--- config.mk ---
export PLATFORM = sky130hd
export DESIGN_NAME = mem_access
export DESIGN_NICKNAME = d
export VERILOG_FILES = /design/src/rtl/mem_access_pkg.sv /design/src/rtl/mem_access_wb_sel.sv /design/src/rtl/mem_access.sv
export SDC_FILE = /design/constraint.sdc
export NUM_CORES = 1
export LEC_CHECK = 0
export CAP_MARGIN = 20
export CORE_MARGIN = 2
export CORE_UTILIZATION = 50
export CTS_CLUSTER_SIZE = 40
export DETAILED_ROUTE_END_ITERATION = 8
export GPL_TIMING_DRIVEN = 0
export PLACE_DENSITY = 0.93
export SYNTH_ARGS = -nofsm -noshare
export SYNTH_HDL_FRONTEND = slang
export SYNTH_SLANG_ARGS = --single-unit
--- constraint.sdc ---
create_clock -name clk -period 4.7 [get_ports clk]
set_input_delay 0.705 -clock clk [delete_from_list [all_inputs] [get_ports clk]]
set_output_delay 0.705 -clock clk [all_outputs]
set_load 0.02 [all_outputs]
--- src/rtl/mem_access_pkg.sv ---
// mem_access_pkg: shared types and constants for the MEM-stage access unit.
//   - WB_FROM_* : write-back source selector encodings
//   - mem_state_e : access FSM state encoding
//   - is_misaligned() : word-alignment test on the low address bits
package mem_access_pkg;

    localparam int DATA_W = 32;
    localparam int PC_W   = 16;

    localparam logic [1:0] WB_FROM_NOP = 2'd0;
    localparam logic [1:0] WB_FROM_ALU = 2'd1;
    localparam logic [1:0] WB_FROM_MEM = 2'd2;
    localparam logic [1:0] WB_FROM_PC4 = 2'd3;

    typedef enum logic [1:0] {
        MEM_IDLE = 2'd0,
        MEM_REQ  = 2'd1,
        MEM_RESP = 2'd2
    } mem_state_e;

    // Word accesses only: any set bit in addr[1:0] is a misaligned access.
    function automatic logic is_misaligned(input logic [1:0] addr_lsb);
        return (addr_lsb != 2'b00);
    endfunction

endpackage

--- src/rtl/mem_access_wb_sel.sv ---
// mem_wb_sel: combinational write-back source mux.
//   wb_sel     : source selector (WB_FROM_*)
//   alu_result : ALU value / memory address
//   rdata      : data-memory read data
//   pc4        : PC+4, zero-extended to DATA_W
//   wb_data    : selected write-back value (zero for WB_FROM_NOP)
module mem_wb_sel
    import mem_access_pkg::*;
#(
    parameter int DATA_W = 32,
    parameter int PC_W   = 16
) (
    input  logic [1:0]        wb_sel,
    input  logic [DATA_W-1:0] alu_result,
    input  logic [DATA_W-1:0] rdata,
    input  logic [PC_W-1:0]   pc4,
    output logic [DATA_W-1:0] wb_data
);

    // Select the write-back value.
    always_comb begin
        wb_data = '0;
        case (wb_sel)
            WB_FROM_ALU: wb_data = alu_result;
            WB_FROM_MEM: wb_data = rdata;
            WB_FROM_PC4: wb_data = DATA_W'(pc4);
            default:     wb_data = '0;
        endcase
    end

endmodule

--- src/rtl/mem_access.sv ---
// mem_access: MEM-stage data-memory access unit.
//   Inputs from EX/MEM: inst_valid_i, mem_wen_i, mem_wdata_i, reg_wen_i,
//     reg_waddr_i, alu_result_i (address or ALU value), wb_sel_i, pc_i, pc4_i.
//   pause_o: combinational stall request while a bus access is outstanding.
//   Data bus: dmem_req_o/we_o/addr_o/wdata_o out, dmem_gnt_i/rvalid_i/rdata_i in.
//   MEM/WB record (registered): wb_valid_o, reg_wen_o, reg_waddr_o, wb_data_o,
//     pc_o, misalign_o.
//   rst is asynchronous, active-low.
// EX/MEM flushes to a bubble while paused, so a memory instruction is copied
// into local latches on acceptance and the access runs only from that copy.
module mem_access
    import mem_access_pkg::*;
#(
    parameter int DATA_W = 32,
    parameter int PC_W   = 16
) (
    input  logic              clk,
    input  logic              rst,
    input  logic              inst_valid_i,
    input  logic              mem_wen_i,
    input  logic [DATA_W-1:0] mem_wdata_i,
    input  logic              reg_wen_i,
    input  logic [4:0]        reg_waddr_i,
    input  logic [DATA_W-1:0] alu_result_i,
    input  logic [1:0]        wb_sel_i,
    input  logic [PC_W-1:0]   pc_i,
    input  logic [PC_W-1:0]   pc4_i,
    output logic              pause_o,
    output logic              dmem_req_o,
    output logic              dmem_we_o,
    output logic [DATA_W-1:0] dmem_addr_o,
    output logic [DATA_W-1:0] dmem_wdata_o,
    input  logic              dmem_gnt_i,
    input  logic              dmem_rvalid_i,
    input  logic [DATA_W-1:0] dmem_rdata_i,
    output logic              wb_valid_o,
    output logic              reg_wen_o,
    output logic [4:0]        reg_waddr_o,
    output logic [DATA_W-1:0] wb_data_o,
    output logic [PC_W-1:0]   pc_o,
    output logic              misalign_o
);

    mem_state_e        state_r, state_nxt_s;

    logic              memop_s, misalign_s, accept_s;

    logic [DATA_W-1:0] lat_addr_r, lat_wdata_r;
    logic              lat_we_r, lat_reg_wen_r;
    logic [4:0]        lat_waddr_r;
    logic [1:0]        lat_wb_sel_r;
    logic [PC_W-1:0]   lat_pc_r, lat_pc4_r;

    logic              pause_s, rec_valid_s, rec_reg_wen_s, rec_misalign_s;
    logic [4:0]        rec_waddr_s;
    logic [PC_W-1:0]   rec_pc_s, mux_pc4_s;
    logic [1:0]        mux_sel_s;
    logic [DATA_W-1:0] mux_alu_s, mux_data_s;

    logic              wb_valid_r, reg_wen_out_r, misalign_r;
    logic [4:0]        reg_waddr_out_r;
    logic [DATA_W-1:0] wb_data_r;
    logic [PC_W-1:0]   pc_out_r;

    assign memop_s    = inst_valid_i & (mem_wen_i | (wb_sel_i == WB_FROM_MEM));
    assign misalign_s = is_misaligned(alu_result_i[1:0]);
    assign accept_s   = (state_r == MEM_IDLE) & memop_s & ~misalign_s;

    // FSM state register.
    always_ff @(posedge clk or negedge rst) begin
        if (!rst) begin
            state_r <= MEM_IDLE;
        end else begin
            state_r <= state_nxt_s;
        end
    end

    // Next state, stall request and the write-back record to be registered.
    // Outside IDLE every record field comes from the latched copy.
    always_comb begin
        state_nxt_s    = state_r;
        pause_s        = 1'b0;
        rec_valid_s    = 1'b0;
        rec_reg_wen_s  = 1'b0;
        rec_misalign_s = 1'b0;
        rec_waddr_s    = lat_waddr_r;
        rec_pc_s       = lat_pc_r;
        mux_sel_s      = lat_wb_sel_r;
        mux_alu_s      = lat_addr_r;
        mux_pc4_s      = lat_pc4_r;
        case (state_r)
            MEM_IDLE: begin
                rec_waddr_s = reg_waddr_i;
                rec_pc_s    = pc_i;
                mux_alu_s   = alu_result_i;
                mux_pc4_s   = pc4_i;
                if (memop_s && !misalign_s) begin
                    state_nxt_s = MEM_REQ;
                    pause_s     = 1'b1;
                end else if (memop_s) begin
                    // Misaligned: retire immediately with no register write.
                    rec_valid_s    = 1'b1;
                    rec_misalign_s = 1'b1;
                    mux_sel_s      = WB_FROM_ALU;
                end else begin
                    // Non-memory ops write back PC+4 or the ALU value only.
                    rec_valid_s   = inst_valid_i;
                    rec_reg_wen_s = reg_wen_i & inst_valid_i;
                    mux_sel_s     = (wb_sel_i == WB_FROM_PC4) ? WB_FROM_PC4 : WB_FROM_ALU;
                end
            end
            MEM_REQ: begin
                pause_s = 1'b1;
                if (dmem_gnt_i && lat_we_r) begin
                    state_nxt_s   = MEM_IDLE;
                    pause_s       = 1'b0;
                    rec_valid_s   = 1'b1;
                    rec_reg_wen_s = lat_reg_wen_r;
                end else if (dmem_gnt_i) begin
                    state_nxt_s = MEM_RESP;
                end else begin
                    state_nxt_s = MEM_REQ;
                end
            end
            MEM_RESP: begin
                pause_s = 1'b1;
                if (dmem_rvalid_i) begin
                    state_nxt_s   = MEM_IDLE;
                    pause_s       = 1'b0;
                    rec_valid_s   = 1'b1;
                    rec_reg_wen_s = lat_reg_wen_r;
                    mux_sel_s     = WB_FROM_MEM;
                end else begin
                    state_nxt_s = MEM_RESP;
                end
            end
            default: begin
                state_nxt_s = MEM_IDLE;
            end
        endcase
    end

    // Capture the accepted memory instruction; upstream is flushed afterwards.
    always_ff @(posedge clk or negedge rst) begin
        if (!rst) begin
            lat_addr_r    <= '0;
            lat_wdata_r   <= '0;
            lat_we_r      <= 1'b0;
            lat_reg_wen_r <= 1'b0;
            lat_waddr_r   <= 5'd0;
            lat_wb_sel_r  <= WB_FROM_NOP;
            lat_pc_r      <= '0;
            lat_pc4_r     <= '0;
        end else if (accept_s) begin
            lat_addr_r    <= alu_result_i;
            lat_wdata_r   <= mem_wdata_i;
            lat_we_r      <= mem_wen_i;
            lat_reg_wen_r <= reg_wen_i;
            lat_waddr_r   <= reg_waddr_i;
            lat_wb_sel_r  <= wb_sel_i;
            lat_pc_r      <= pc_i;
            lat_pc4_r     <= pc4_i;
        end
    end

    mem_wb_sel #(
        .DATA_W (DATA_W),
        .PC_W   (PC_W)
    ) u_wb_sel (
        .wb_sel     (mux_sel_s),
        .alu_result (mux_alu_s),
        .rdata      (dmem_rdata_i),
        .pc4        (mux_pc4_s),
        .wb_data    (mux_data_s)
    );

    // Write-back record register; fields are zeroed when no record retires.
    always_ff @(posedge clk or negedge rst) begin
        if (!rst) begin
            wb_valid_r      <= 1'b0;
            reg_wen_out_r   <= 1'b0;
            reg_waddr_out_r <= 5'd0;
            wb_data_r       <= '0;
            pc_out_r        <= '0;
            misalign_r      <= 1'b0;
        end else if (rec_valid_s) begin
            wb_valid_r      <= 1'b1;
            reg_wen_out_r   <= rec_reg_wen_s;
            reg_waddr_out_r <= rec_waddr_s;
            wb_data_r       <= mux_data_s;
            pc_out_r        <= rec_pc_s;
            misalign_r      <= rec_misalign_s;
        end else begin
            wb_valid_r      <= 1'b0;
            reg_wen_out_r   <= 1'b0;
            reg_waddr_out_r <= 5'd0;
            wb_data_r       <= '0;
            pc_out_r        <= '0;
            misalign_r      <= 1'b0;
        end
    end

    assign pause_o      = pause_s;
    assign dmem_req_o   = (state_r == MEM_REQ);
    assign dmem_we_o    = (state_r == MEM_REQ) & lat_we_r;
    assign dmem_addr_o  = {lat_addr_r[DATA_W-1:2], 2'b00};
    assign dmem_wdata_o = lat_wdata_r;

    assign wb_valid_o   = wb_valid_r;
    assign reg_wen_o    = reg_wen_out_r;
    assign reg_waddr_o  = reg_waddr_out_r;
    assign wb_data_o    = wb_data_r;
    assign pc_o         = pc_out_r;
    assign misalign_o   = misalign_r;

endmodule

==> impl_metrics.ini, run 1 <==
[run_status]
status = completed

[floorplanning]
dieArea_sq_um = 16900
die_width_um = 130
core_sq_um = 15700
start_util = 0.506
die_y_um = 130
num_rows = 46
io_pins = 265

[routing]
num_vias = 6014
drt_iter0_drc = 269
wl_um = 21400
ant_nets = 0
viasPerCell = 5.35
firstDrtPassIters = 7
avgRoutedWirePerCell_um = 19.0
drc_errors = 0

[timing]
skew_ps = 6.07
drv_slew = 0
fin_hold_ws_ps = 227
finalSetupViolations = 0
rsz0062_at_grt = false
fin_crit_sh = 0.800
timing.fmax_ghz = 0.266
min_period_ps = 3760
slew_headroom = 0.534
tightest_slew_ps = 699
final_hold_viol_count = 0

[critical_path]
crit_path_end_kind = output pin
cp.arrival_ps = 3060
r2r-start = state_r[0]
start_kind = input port
worstReg2RegEnd = wb_data_o[8]
cp_max_fo = 10
required_ps = 3990
reg2reg_depth = 8
ff2ff_setup_slack_ps = 2320
path_class = in2out

[power_and_ir_drop]
powerDensity_nw_per_um2 = 671
p_leak_uw = 0.00515
pwr-share-clk = 0.188
p_int_uw = 4920
net-switching-power_uw = 2790
seqPwrFrac = 0.306
max-vdd-ir-drop_v = 0.000314
netSwitchingFraction = 0.362
p_comb_frac = 0.506
fin_total_pwr_uw = 7710

[logic_synthesis]
synth_edf_count = 0
synth_top_family_by_area = multiplexers
ys_seq_elements = 163
ys.flop_type = dfrtp_1
postSynthCellCount = 612
synth_mux_area_frac = 0.255
syn_area_sq_um = 7950
ys_seq_area_frac = 0.513
yosys.area_share.adder = 0.00630
synth_compound_area_frac = 0.0934
ys_warn_count = 0
synthXorXnorAreaFrac = 0
yosys.area_share.simple = 0.0598
avgSynthCellArea_sq_um = 13.0
synth_async_sr_flop_share = 1.00
synth_cell_types = 42

[clock_network]
cts_made_buffers = 17
postCtsSetupBuffers = 0
insertion_delay_ps = 420
cts_hold_buf = 0
clkTransAtPathRegs_ps = 70
root_buffer = clkbuf_16
cts_resized = 0
cts.path.max_buffers = 2
cts_tree = done
ctsHtreeMaxLevel = 4
clock-sinks = 163

[placement]
portBuffers = 262
dpl.hpwl_um = 15900
gp_congestion = 0.828

[cells_and_area]
drive_gt1_frac = 0.303
final_common_cell = clkdlybuf4s50_1
final_net_count = 1041
synthToLayoutAreaGrowth_pct = 44.6
mostFrequentLayoutCells = clkdlybuf4s50_1 (261), dfrtp_1 (163), mux2_2 (98)

[grt]
overflow = 0
grt_pass1_vias = 6306
grt_max_degree = 96
grt_pass1_wl_um = 32400
antenna_found_initial = 3
track_usage = 0.252

[hold_path]
hp-class = in2async

[run]
max-cap-violations = 0
==> kinds of logic after synthesis <==
logic type / Yosys count
other: 1
AOI/OAI and AO/OA: 97
and+or+nand+nor: 92
DFF: 163
adders and majority gates: 4
buffers and inverters: 83
muxes: 172
==> state kept, by name, summed over array words and instances (netlist names), 2 cells and up <==
| register | flops |
|---|---|
| dmem_wdata_o | 32 |
| lat_addr_r | 32 |
| lat_pc4_r | 16 |
| lat_pc_r | 16 |
| lat_waddr_r | 5 |
| lat_wb_sel_r | 2 |
| pc_o | 16 |
| reg_waddr_o | 5 |
| state_r | 2 |
| wb_data_o | 32 |
==> worst max-delay path, cell delays in order <==
cell and delay, ps:
clkdlybuf4s50_1 540, nor2b_4 240, o211ai_4 150, inv_2 90, nand2_2 140, buf_6 210
buf_6 180, a31oi_1 160, clkdlybuf4s50_1 630
==> area by class of cell <==
class / instances / area (sq um)
antenna: 1 / 2.50
buffer: 78 / 547
clock buffer: 18 / 439
clock inverter: 14 / 176
fill: 1064 / 4220
inverter: 5 / 18.8
multi-input combinational: 367 / 3300
sequential: 163 / 4080
tap: 216 / 270
timing repair buffer: 263 / 2660
==> cell usage after synthesis, types with 2 or more instances <==
library cell  instances  area share
a21boi_0              7      0.0066
a21oi_2              20       0.022
o21ai_0               2      0.0013
buf_4                40       0.038
mux2i_1              37       0.047
a21o_1                2      0.0019
dfrtp_1             163        0.51
nand2_1               5      0.0024
mux2_4               37       0.070
a31o_2                3      0.0033
ha_1                  4      0.0063
nor2_1               22       0.010
clkbuf_1              5      0.0024
nor3_1               16       0.010
o221ai_1             16       0.018
buf_2                23       0.014
mux2_2               98        0.14
a21boi_1              9      0.0085
o22ai_1              16       0.013
nand3_1              36       0.023
buf_6                10       0.014
and2_1                3      0.0024
inv_1                 4      0.0019
a21oi_1              16       0.010
==> through the flow <==
| step | std cells | utilization | setup TNS (ps) | worst slack [ps] | cell area (sq um) |
|---|---|---|---|---|---|
| 2_1_floorplan | 613 | - | 0 | 2180 | 7950 |
| 3_3_place_gp | 1091 | 0.690 | -590870 | -3640 | 10800 |
| 3_5_place_dp | 1092 | 0.692 | 0 | 926 | 10900 |
| 4_1_cts | 1124 | 0.731 | 0 | 933 | 11500 |
| 5_1_grt | 1124 | 0.731 | 0 | 857 | 11500 |
| 6_report | 1125 | 0.731 | 0 | 938 | 11500 |
==> power by group through the flow <==
stage / clock (uW) / sequential, uW / combinational [uW]
finish: 1450 / 2360 / 3900
global route: 1540 / 2430 / 4140
CTS: 1480 / 2360 / 3920
detailed placement: 0 / 2370 / 3900
global placement: 0 / 2340 / 3810
floorplan: 0 / 2690 / 2060
==> worst max path at each step <==
stage,start,slack [ps],end,cells after the start
final,wb_sel_i[1],940,pause_o,9
after global placement,rst,-3640,dmem_wdata_o[2],1
after detailed placement,alu_result_i[0],930,pause_o,9
after floorplan,wb_sel_i[1],2180,pause_o,7
after CTS,alu_result_i[0],930,pause_o,9
after global routing,alu_result_i[0],860,pause_o,9
==> layer usage <==
metal  GRT usage  vias up  share of wire
met2       0.415      261           0.48
met5           0        -        0.00098
li1            -     2754              -
met1       0.299     2930           0.39
met3      0.0816       65          0.079
met4       0.125        4          0.045
Power figures use the tool's default switching activity.
==> inputs of run 2 (changes only) <==
--- a/config.mk
+++ b/config.mk
@@ -7,11 +7,11 @@
 export LEC_CHECK = 0
 export CAP_MARGIN = 20
 export CORE_MARGIN = 2
-export CORE_UTILIZATION = 50
+export CORE_UTILIZATION = 42
 export CTS_CLUSTER_SIZE = 40
 export DETAILED_ROUTE_END_ITERATION = 8
 export GPL_TIMING_DRIVEN = 0
-export PLACE_DENSITY = 0.93
+export PLACE_DENSITY = 0.84
 export SYNTH_ARGS = -nofsm -noshare
 export SYNTH_HDL_FRONTEND = slang
 export SYNTH_SLANG_ARGS = --single-unit
==> constraint.sdc (replaced) <==
create_clock -name clk -period 3.1 [get_ports clk]
set_input_delay 0.465 -clock clk [delete_from_list [all_inputs] [get_ports clk]]
set_output_delay 0.465 -clock clk [all_outputs]
set_load 0.02 [all_outputs]
==> run 2 against run 1 <==
Against the previous run:
- the flow now finishes with violations (negative hold slack)
- clock skew increased by 3.7 ps
- clock power increased by 60%
- critical path depth unchanged
- sequential power increased by 51%
- die area increased by 18%
- setup slack got worse by 820 ps
- largest cell class unchanged
- largest power group unchanged
==> impl_metrics.ini, run 2 (synthesized netlist as in run 1, its figures left out) <==
[run_status]
status = finished with violations
failed_checks = negative hold slack

[routing]
drt_iter0_drc = 254
drc_errors = 0
wl_um = 21800
ant_nets = 0
firstDrtPassIters = 6
num_vias = 6010
viasPerCell = 5.22
avgRoutedWirePerCell_um = 19.0

[power_and_ir_drop]
p_leak_uw = 0.00520
net-switching-power_uw = 4250
p_comb_frac = 0.500
fin_total_pwr_uw = 11800
netSwitchingFraction = 0.361
max-vdd-ir-drop_v = 0.000449
powerDensity_nw_per_um2 = 1020
pwr-share-clk = 0.197
seqPwrFrac = 0.303
p_int_uw = 7530

[floorplanning]
start_util = 0.426
io_pins = 265
core_sq_um = 18600
num_rows = 50
die_y_um = 142
dieArea_sq_um = 20000
die_width_um = 142

[placement]
portBuffers = 262
gp_congestion = 0.874
dpl.hpwl_um = 16400

[grt]
antenna_found_initial = 5
track_usage = 0.219
overflow = 0
grt_pass1_wl_um = 33400
grt_pass1_vias = 6194
grt_max_degree = 92

[critical_path]
slowest_delay_ps = 580
required_ps = 2630
cp_slowest_cell = clkdlybuf4s50_1
crit_family = buffers and inverters
crit_chain = clkdlybuf4s50_1 -> nor2b_4 -> o211ai_4 -> inv_2 -> nand2_2 -> buf_6 -> buf_6 -> a31oi_1 -> dlygate4sd2_1
crit_path_end_kind = output pin
crit_top_cell = buf_6
critical_path_buf_inv_count = 5
start_kind = input port
path_class = in2out
cp.depth = 9
cp.arrival_ps = 2520
cp_max_fo = 10
reg2reg_depth = 8

[timing]
skew_ps = 9.77
drv_slew = 0
timing.fmax_ghz = 0.335
fin_hold_ws_ps = -6.40
tightest_slew_ps = 727
slew_headroom = 0.515
rsz0062_at_grt = false
finalSetupViolations = 0
fin_crit_sh = 0.963
final_hold_viol_count = 4
min_period_ps = 2990

[clock_network]
cts_made_buffers = 17
clock-sinks = 163
root_buffer = clkbuf_16
clkTransAtPathRegs_ps = 70
cts.path.max_buffers = 2
cts_tree = done
ctsHtreeMaxLevel = 4
insertion_delay_ps = 430
cts_hold_buf = 0

[cells_and_area]
mostFrequentLayoutCells = clkdlybuf4s50_1 (260), dfrtp_1 (163), mux2_2 (98)
final_net_count = 1046
drive_gt1_frac = 0.307
fin_util = 0.622
final_common_cell = clkdlybuf4s50_1
synthToLayoutAreaGrowth_pct = 45.8

[run]
max-cap-violations = 0

[hold_path]
hp-class = in2async
[run 2: cell count changes in the layout (fill, tap and decap cells not counted)]
cell	delta
buf_4	+5
clkinvlp_4	-4
clkinv_4	+3
diode_2	+3
inv_8	+3
inv_6	-2
bufinv_16	+1
clkbuf_8	-1
clkdlybuf4s50_1	-1
dlygate4sd2_1	+1
[run 2: area by class of cell]
class | count | area [sq um]
buffer | 78 | 547
multi-input combinational | 367 | 3300
timing repair buffer | 268 | 2690
inverter | 5 | 18.8
clock buffer | 17 | 425
sequential | 163 | 4080
antenna | 4 | 10.0
tap | 234 | 293
clock inverter | 15 | 219
fill | 1485 | 7060
[run 2: worst paths after layout]
path,startpoint,endpoint,slack [ps]
worst min-delay path,rst,lat_addr_r[23],-6
max in group asynchronous,rst,lat_wb_sel_r[0],2220
worst max-delay path,wb_sel_i[0],pause_o,110
worst min register to register,lat_addr_r[0],lat_addr_r[0],480
worst max register to register,state_r[0],wb_data_o[12],750
min in group clk,lat_addr_r[0],lat_addr_r[0],480
[run 2: timing repair]
action,in CTS,in global routing
gates resized for setup,1,0
buffers inserted,0,5
setup endpoints to repair,1,1
pin swaps,0,1
[run 2: metrics by stage]
step	setup WS (ps)	instances	hold WS (ps)	TNS, ps	cell area, sq um
after floorplan	1060	613	169	0	7950
final	115	1151	-6.40	0	11600
after global placement	-5170	1109	466	-839680	10900
after CTS	34.9	1142	11.4	0	11500
after global routing	18.5	1147	40.4	0	11600
after detailed placement	-185	1110	471	-185	10900
[run 2: power groups by stage]
| stage | sequential [uW] | clock (uW) | combinational [uW] |
|---|---|---|---|
| 2_1_floorplan | 4080 | 0 | 3120 |
| 3_3_place_gp | 3540 | 0 | 5810 |
| 3_5_place_dp | 3600 | 0 | 5910 |
| 4_1_cts | 3570 | 2350 | 5930 |
| 5_1_grt | 3680 | 2440 | 6280 |
| 6_report | 3570 | 2320 | 5900 |
[run 2: routing by layer]
layer | part of all wire | vias up | track usage
li1 | - | 2775 | -
met3 | 0.079 | 40 | 0.0810
met4 | 0.026 | 2 | 0.0747
met2 | 0.49 | 259 | 0.364
met1 | 0.41 | 2934 | 0.263
met5 | 0.00060 | - | 0
